File: src/rtl/muldiv_ctrl_pkg.sv
//------------------------------------------------------------------------------
// muldiv_ctrl_pkg : shared encodings for the EX-stage multiply/divide control
// Rev 1.0
//------------------------------------------------------------------------------
`default_nettype none

package muldiv_ctrl_pkg;

    localparam int DATA_W_DEF = 32;

    localparam logic [2:0] OP_MULT  = 3'd0;
    localparam logic [2:0] OP_MULTU = 3'd1;
    localparam logic [2:0] OP_DIV   = 3'd2;
    localparam logic [2:0] OP_DIVU  = 3'd3;
    localparam logic [2:0] OP_MTHI  = 3'd4;
    localparam logic [2:0] OP_MTLO  = 3'd5;

    typedef enum logic [1:0] {
        ST_IDLE = 2'd0,
        ST_MUL  = 2'd1,
        ST_DIV  = 2'd2
    } state_e;

endpackage

`default_nettype wire

File: src/rtl/muldiv_ctrl_hilo_reg.sv
//------------------------------------------------------------------------------
// hilo_reg : architectural HI/LO register pair with independent write enables
// Rev 1.0
//------------------------------------------------------------------------------
`default_nettype none

module hilo_reg #(
    parameter int DATA_W = 32
) (
    input  logic              clk,
    input  logic              resetn,
    input  logic              hi_we,
    input  logic [DATA_W-1:0] hi_d,
    input  logic              lo_we,
    input  logic [DATA_W-1:0] lo_d,
    output logic [DATA_W-1:0] hi,
    output logic [DATA_W-1:0] lo
);

    always_ff @(posedge clk or negedge resetn) begin
        if (!resetn) begin
            hi <= '0;
            lo <= '0;
        end else begin
            if (hi_we) hi <= hi_d;
            if (lo_we) lo <= lo_d;
        end
    end

endmodule

`default_nettype wire

File: src/rtl/muldiv_ctrl.sv
//------------------------------------------------------------------------------
// muldiv_ctrl : sequences the EX-stage multiplier/divider and owns HI/LO
// Rev 1.0
//------------------------------------------------------------------------------
`default_nettype none

module muldiv_ctrl
    import muldiv_ctrl_pkg::*;
#(
    parameter int MUL_LAT = 2,
    parameter int DATA_W  = DATA_W_DEF
) (
    input  logic                clk,
    input  logic                resetn,
    input  logic                op_valid,
    input  logic [2:0]          op_type,
    input  logic [DATA_W-1:0]   src_a,
    input  logic [DATA_W-1:0]   src_b,
    input  logic                flush,
    output logic                ex_stall,
    output logic [DATA_W-1:0]   hi,
    output logic [DATA_W-1:0]   lo,
    output logic                mul_en,
    output logic                mul_signed,
    output logic [DATA_W-1:0]   mul_x,
    output logic [DATA_W-1:0]   mul_y,
    input  logic [2*DATA_W-1:0] mul_result,
    input  logic                mul_complete,
    output logic                div_start,
    output logic                div_signed,
    output logic [DATA_W-1:0]   div_x,
    output logic [DATA_W-1:0]   div_y,
    output logic                div_cancel,
    input  logic                div_done,
    input  logic [DATA_W-1:0]   div_quot,
    input  logic [DATA_W-1:0]   div_rem
);

    localparam logic [2:0] c_CNT_LAST = 3'(MUL_LAT - 1);

    state_e              r_state;
    logic [2:0]          r_cnt;
    logic [DATA_W-1:0]   r_op_a;
    logic [DATA_W-1:0]   r_op_b;
    logic                r_signed;
    logic                r_div_first;

    logic                w_is_mul;
    logic                w_is_div;
    logic                w_accept;
    logic                w_mul_wr;
    logic                w_div_wr;
    logic                w_hi_we;
    logic                w_lo_we;
    logic [DATA_W-1:0]   w_hi_d;
    logic [DATA_W-1:0]   w_lo_d;

    assign w_is_mul = (op_type == OP_MULT) || (op_type == OP_MULTU);
    assign w_is_div = (op_type == OP_DIV)  || (op_type == OP_DIVU);
    assign w_accept = (r_state == ST_IDLE) && op_valid && !flush;

    // Flush always wins over a completion landing in the same cycle.
    assign w_mul_wr = (r_state == ST_MUL) && !flush && (r_cnt == c_CNT_LAST) && mul_complete;
    assign w_div_wr = (r_state == ST_DIV) && !flush && div_done;

    always_comb begin
        ex_stall = 1'b0;
        if (!flush) begin
            case (r_state)
                ST_IDLE: ex_stall = op_valid && (w_is_mul || w_is_div);
                ST_MUL:  ex_stall = !w_mul_wr;
                ST_DIV:  ex_stall = !w_div_wr;
                default: ex_stall = 1'b0;
            endcase
        end
    end

    assign mul_en     = (r_state == ST_MUL);
    assign mul_signed = r_signed;
    assign mul_x      = r_op_a;
    assign mul_y      = r_op_b;
    assign div_start  = (r_state == ST_DIV) && r_div_first;
    assign div_signed = r_signed;
    assign div_x      = r_op_a;
    assign div_y      = r_op_b;
    assign div_cancel = (r_state == ST_DIV) && flush;

    always_comb begin
        w_hi_we = 1'b0;
        w_lo_we = 1'b0;
        w_hi_d  = src_a;
        w_lo_d  = src_a;
        if (w_accept && (op_type == OP_MTHI)) begin
            w_hi_we = 1'b1;
        end else if (w_accept && (op_type == OP_MTLO)) begin
            w_lo_we = 1'b1;
        end else if (w_mul_wr) begin
            w_hi_we = 1'b1;
            w_lo_we = 1'b1;
            w_hi_d  = mul_result[2*DATA_W-1:DATA_W];
            w_lo_d  = mul_result[DATA_W-1:0];
        end else if (w_div_wr) begin
            w_hi_we = 1'b1;
            w_lo_we = 1'b1;
            w_hi_d  = div_rem;
            w_lo_d  = div_quot;
        end
    end

    always_ff @(posedge clk or negedge resetn) begin
        if (!resetn) begin
            r_state     <= ST_IDLE;
            r_cnt       <= '0;
            r_op_a      <= '0;
            r_op_b      <= '0;
            r_signed    <= 1'b0;
            r_div_first <= 1'b0;
        end else begin
            case (r_state)
                ST_IDLE: begin
                    if (w_accept && w_is_mul) begin
                        r_op_a   <= src_a;
                        r_op_b   <= src_b;
                        r_signed <= (op_type == OP_MULT);
                        r_cnt    <= '0;
                        r_state  <= ST_MUL;
                    end else if (w_accept && w_is_div) begin
                        r_op_a      <= src_a;
                        r_op_b      <= src_b;
                        r_signed    <= (op_type == OP_DIV);
                        r_div_first <= 1'b1;
                        r_state     <= ST_DIV;
                    end
                end
                ST_MUL: begin
                    // A late multiplier parks the counter on its last value.
                    if (flush || w_mul_wr) begin
                        r_state <= ST_IDLE;
                    end else if (r_cnt != c_CNT_LAST) begin
                        r_cnt <= r_cnt + 3'd1;
                    end
                end
                ST_DIV: begin
                    r_div_first <= 1'b0;
                    if (flush || w_div_wr) begin
                        r_state <= ST_IDLE;
                    end
                end
                default: r_state <= ST_IDLE;
            endcase
        end
    end

    hilo_reg #(
        .DATA_W (DATA_W)
    ) u_hilo_reg (
        .clk    (clk),
        .resetn (resetn),
        .hi_we  (w_hi_we),
        .hi_d   (w_hi_d),
        .lo_we  (w_lo_we),
        .lo_d   (w_lo_d),
        .hi     (hi),
        .lo     (lo)
    );

endmodule

`default_nettype wire

File: config.mk
export PLATFORM = sky130hd
export DESIGN_NAME = muldiv_ctrl
export DESIGN_NICKNAME = d
export VERILOG_FILES = /design/src/rtl/muldiv_ctrl_pkg.sv /design/src/rtl/muldiv_ctrl_hilo_reg.sv /design/src/rtl/muldiv_ctrl.sv
export SDC_FILE = /design/constraint.sdc
export NUM_CORES = 1
export LEC_CHECK = 0
export BUFFER_PORTS_ARGS = -buffer_cell sky130_fd_sc_hd__clkbuf_2
export CORE_AREA = 2 2 157 159
export DETAILED_ROUTE_END_ITERATION = 10
export DIE_AREA = 0 0 159 161
export GPL_ROUTABILITY_DRIVEN = 0
export SLEW_MARGIN = 20
export SYNTH_ARGS = -nofsm -noshare
export SYNTH_HDL_FRONTEND = slang
export SYNTH_SLANG_ARGS = --single-unit
File: constraint.sdc
create_clock -name clk -period 2.5 [get_ports clk]
set_input_delay 0.25 -clock clk [delete_from_list [all_inputs] [get_ports clk]]
set_output_delay 0.25 -clock clk [all_outputs]
set_load 0.01 [all_outputs]
; ---- Yosys cells after proc, flatten, opt, wreduce, memory -nomap -nowiden
; Index checks and enable logic that the tools add are counted.
[op_classes]
n_addsub = 1
n_eq_ne = 17
muxes = 34
n_reduce_logical = 31
[op_table]
columns = operator, count
row1 = 2-to-1 mux 32 bit, 12
row2 = logical AND 1 bit, 14
row3 = 2-to-1 mux 1 bit, 11
row4 = != test 2 x 1 -> 1 bit (second input constant), 5
row5 = 2-to-1 mux 3 bit, 3
row6 = 2-to-1 mux 2 bit, 4
row7 = equality test 3 x 1 -> 1 bit (second input constant), 2
row8 = equality test 3 x 2 -> 1 bit (second input constant), 2
row9 = equality test 3 bit (second input constant), 2
row10 = != test 3 x 1 -> 1 bit (second input constant), 2
row11 = case mux 2 bit (3 select lines), 1
row12 = case mux 3 bit (2 select lines), 1
row13 = AND reduction 3 bit, 2
row14 = nonzero test 2 bit, 3
row15 = logical OR 1 bit, 5
row16 = != test 2 bit (second input constant), 2
row17 = AND reduction 4 bit, 1
row18 = adder 3 x 1 -> 3 bit (second input constant), 1
row19 = zero test 1 bit, 3
row20 = zero test 3 bit, 1
row21 = case mux 1 bit (3 select lines), 1
row22 = equality test 2 x 1 -> 1 bit (second input constant), 1
row23 = equality test 2 bit (second input constant), 1
row24 = zero test 2 bit, 1
row25 = 2 further kinds, 2
[word_totals]
reg_bits = 135
in_bits = 201
output_inout_bits = 198
wordCells = 91

; ---- Longest topological paths before layout
[logic_depth]
ltp_word = 7
depth_mapped = 8
mapped_depth_nobuf = 6

; ---- Modules after synthesis
; A second synthesis with hierarchy kept.
[unflattened]
cells_unflattened = 573
area_unflattened_um2 = 7185.6
[by_module_without_submodules]
columns = mod, n_inst, cells_each, area_each_um2, seq_area_each_um2
row1 = muldiv_ctrl, 1, 437, 4495.6, 1776.7
row2 = hilo_reg, 1, 136, 2690.1, 1601.5

; ---- Worst setup path before layout
; No wires, ideal clock.
[synth_timing]
kind = reg-to-output
from = reg r_state[1]
to = out ex_stall
arrival_ns = 1.832
setup_slack_ns = 0.418
path_stages_with_launch = 7
n_path_buf = 3
cell_sequence = dfrtp_1 or4b_4 or2_2 clkbuf_1 buf_2 buf_2 o21ai_0
[synth_via]
elab_chain_len = 7
[synth_lines]
columns = item, line_no
row1 = start: declaration, muldiv_ctrl.sv:41  ; state_e r_state;
row2 = start signal: assignment, muldiv_ctrl.sv:112  ; r_state <= ST_IDLE;
row3 = start signal: assignment, muldiv_ctrl.sv:126  ; r_state <= ST_MUL;
row4 = start signal: assignment, muldiv_ctrl.sv:132  ; r_state <= ST_DIV;
row5 = equality test 2 x 1 -> 1 bit, "muldiv_ctrl.sv:63, muldiv_ctrl.sv:69"
row6 = logical AND 1 bit (3 in a row), muldiv_ctrl.sv:63  ; assign w_mul_wr = (r_state == ST_MUL) && !flush && (r_cnt == c_CNT_LAST) && mul_complete;
row7 = zero test 1 bit, muldiv_ctrl.sv:71  ; ST_MUL: ex_stall = !w_mul_wr;
row8 = case mux 1 bit (3 select lines) (*), muldiv_ctrl.sv:69  ; case (r_state)
row9 = 2-to-1 mux 1 bit (*), muldiv_ctrl.sv:68  ; if (!flush) begin
row10 = end: declaration, muldiv_ctrl.sv:20  ; output logic ex_stall,
; Every way passes the cells marked *; elsewhere a longest branch is shown, timed or not.

; ---- Worst setup path in the final report
[layout_timing]
from = reg r_state[0]
to = out ex_stall
; The elaborated chain is that of the path after synthesis.

==> metrics.md <==
| Metric | Value |
|---|---|
| Number of CTS-inserted buffers | 17 |
| Largest net degree at the start of global routing | 67 |
| Number of search-and-repair iterations in the first detailed-routing pass | 4 |
| Static leakage power | roughly 5.2 nW |
| Horizontal die dimension | around 160 µm |
| Run status | complete, no violations |
| Count of buffers from port buffering | 398 |
| Via-per-instance ratio | 4.63 |
| Sum of routed wire length over all layers | 24.9 mm |
| Residual DRC | 0 |
| Maximum operating frequency | 429 MHz |
| Row count | 57 |
| Clock transition at path regs | roughly 70 ps |
| Post-layout instance area | 9420 µm² |
| Detailed Place HPWL | about 18 mm |
| Type of element capturing the critical path | output pin |
| Average instance area after synthesis | 9.10 µm² |
| Share of the cycle needed by the critical path after routing | 93.3% |
| # diodes | 0 |
| Layout fillers | 2445 |
| Total vias in the final route | 6531 |
| Sequential fraction of the synthesis area | roughly half |
| Clock sink count | 135 |
| Total power per unit cell area | between 800 and 900 nW/µm² |
| Setup-failing EPs final | 0 |
| Area growth syn-to-layout | 38.3% |
| Die span in y | around 160 µm |
| Class of the tightest hold or removal check | in -> reg |
| Maximum ir drop on the vdd rail | 0.000319 V |
| Global router's overall resource usage | around a fifth |
| Critical path's slowest cell | or4b_4 |
| Number of buffer and inverter instances along the worst setup path | 1 |
| Data arrival time of the critical path | 2080 ps |
| Headroom to the max-slew limit | a little under three fifths |
| Overall die area | 25600 µm² |
| Startpoint class of the critical path | flop |
| Largest delay contributor family on the critical path | simple AND/OR/NAND/NOR gates |
| Required time of the critical path | 2250 ps |
| H-Tree Level Count | 4 |
| Min Tclk post-route | 2330 ps |
| Cells along the critical path | or4b_4, or2_4, o21ai_0, clkbuf_2 |
| Boundary Pins | 399 |
| Synth Register Bits | 135 |
| CTS tree | yes |
| Aggregate negative setup slack | 0 ps |
| Antenna Nets Post-Route | 0 |
| Synthesized cell area | 6810 µm² |
| Worst Max-Slew Pin Slew | 659 ps |
| Clock latency on the worst-skew pair | 420 ps |
| Instance area at placement | between 8000 and 9000 µm² |
| Total count of hold-check failures in the final report | 0 |
| Clock buffer depth | 2 |
| Layout cell share with drive strength beyond 1 | about 44% |
| Worst clock skew | slightly above 10 ps |
| Number of max-slew violations in the final report | 0 |
| Detailed router's first-iteration violation count | 276 |
| Number of different library cells in the post-synthesis netlist | 41 |
| Area of the placeable core | 24000 µm² |
| Global-route congestion overflow total | 0 |
| Via count of the first global-routing pass | 6493 |
| Syn nets | between 900 and 1000 |
| Wire length of the first global-routing pass | 38.0 mm |
| Count of nets after finishing | 1276 |
| Setup repair after global routing missed its margin | no |
| Type of the worst setup path | reg -> out |
| Root Driver | clkbuf_16 |
| Cell count after synthesis | between 700 and 800 |
| Post-CTS Setup Bufs | 0 |
| Initial core utilization | 28.4% |
| Largest stage delay, worst path | 600 ps |
| Highest net fanout along the worst path | 8 |
| Post-DR wirelength/cell | roughly 18 µm |
| Antenna violations before repair | 0 |
| Count of yosys warnings during synthesis | 0 |
| Max cap viols | 0 |
==> final cells by class <==
type                            instances  area [µm²]  share of cell area [%]
Clock buffer                           18         439                    4.66
Tap cell                              324         405                    4.30
Multi-Input combinational cell        485        2720                    28.9
Inverter                               15        56.3                   0.598
Clock inverter                         14         189                    2.01
Timing Repair Buffer                  419        2230                    23.7
Sequential cell                       135        3380                    35.9
==> worst paths after layout <==
kind	slack (ps)	start	cells after the start	end
setup / recovery	170	r_state[0]	4	ex_stall
hold / removal	20	src_b[8]	3	div_y[8]
setup reg to reg	290	r_state[0]	5	u_hilo_reg.lo[30]
hold reg to reg	500	div_x[2]	2	div_x[2]
max in group asynchronous	1420	resetn	3	u_hilo_reg.hi[1]
min in group asynchronous	390	resetn	2	div_y[29]
==> cell families (layout without fill, tap and decap cells) <==
group / count (synthesis) / after routing / synth area share [%]
AO/OA/AOI/OAI: 106 / 106 / 10.3
multiplexers: 53 / 53 / 8.12
buffers and inverters: 128 / 466 / 11.3
adder cells (fa/ha/maj): 2 / 2 / 0.367
AND/OR/NAND/NOR: 323 / 323 / 20.2
flip-flops: 135 / 135 / 49.6
XOR/XNOR: 1 / 1 / 0.129
==> worst register-to-register path: cells and delay by family (launching register included) <==
family                 cells  cell delay [ps]
flip-flops                 1              470
AND/OR/NAND/NOR            2             1100
buffers and inverters      1              220
AO/OA/AOI/OAI              1               90
multiplexers               1              180
==> state kept, by name (all words and copies together) (netlist names) <==
register       flops
div_x             32
r_cnt              3
u_hilo_reg.lo     32
div_signed         1
r_state            2
div_y             32
r_div_first        1
u_hilo_reg.hi     32
==> cells in the mapped netlist, drive strengths merged <==
master / number / share of area, %
a21oi: 10 / 0.73
a22oi: 25 / 2.8
a31o: 1 / 0.13
a31oi: 22 / 2.0
and2: 3 / 0.28
and2b: 1 / 0.11
and3b: 1 / 0.13
buf: 83 / 8.8
clkbuf: 30 / 1.7
dfrtp: 135 / 50
ha: 2 / 0.37
inv: 15 / 0.83
mux2: 18 / 3.0
mux2i: 35 / 5.1
nand2: 240 / 13
nand2b: 15 / 1.4
nand3: 9 / 0.66
nand3b: 1 / 0.11
nor2: 15 / 0.83
nor2b: 1 / 0.092
nor3: 27 / 2.1
nor3b: 1 / 0.11
nor4b: 1 / 0.22
nor4bb: 1 / 0.15
o21ai: 27 / 2.0
o221ai: 14 / 1.8
o31ai: 7 / 0.77
or2: 1 / 0.092
or2b: 1 / 0.11
or3: 2 / 0.18
or3b: 1 / 0.13
or4b: 1 / 0.20
or4bb: 1 / 0.17
xnor2: 1 / 0.13
==> where the power goes <==
part / internal [mW] / switching, mW / total, mW
Sequential: 2.83 / 0.451 / 3.28
Clock: 1.63 / 1.07 / 2.70
Combinational: 1.06 / 1.34 / 2.40
==> timing repair <==
item,in CTS,in global routing
hold buffers,1,0
resized for setup,1,0
setup endpoints to repair,1,0
endpoints found under the hold margin,57,0
==> through the flow <==
stage	power, mW	std cells	hold WS [ps]	setup WS [ps]	utilization (%)
global route	8.87	1410	15.3	82.3	39.3
floorplan	4.62	748	-45.6	418	-
finish	8.38	1410	24.4	167	39.3
global placement	5.71	1377	282	348	36.6
CTS	8.50	1410	0.0277	128	39.3
detailed placement	5.75	1377	285	297	36.6
==> layout by cell type (no fill, tap or decap), drive strengths merged, types with 2 or more instances in the layout <==
cell type  instances
clkinvlp           4
o221ai            14
nor3              27
a31oi             22
and2               3
mux2i             35
nand3              9
buf               21
a22oi             25
nand2            240
a21oi             10
nor2              15
or3                2
inv               21
o21ai             27
o31ai              7
nand2b            15
mux2              18
ha                 2
clkbuf           415
dfrtp            135
bufinv             3
==> per-layer routing <==
layer / vias up / part of all wire, % / track usage, % / routed length [µm]
li1: 3094 / - / - / -
met1: 3116 / 41 / 23.7 / 10100
met2: 299 / 50 / 34.2 / 12500
met3: 22 / 7.0 / 4.42 / 1750
met4: 0 / 2.0 / 6.28 / 493
met5: - / 0 / 0 / 0
(Power assumes the default switching activity.)
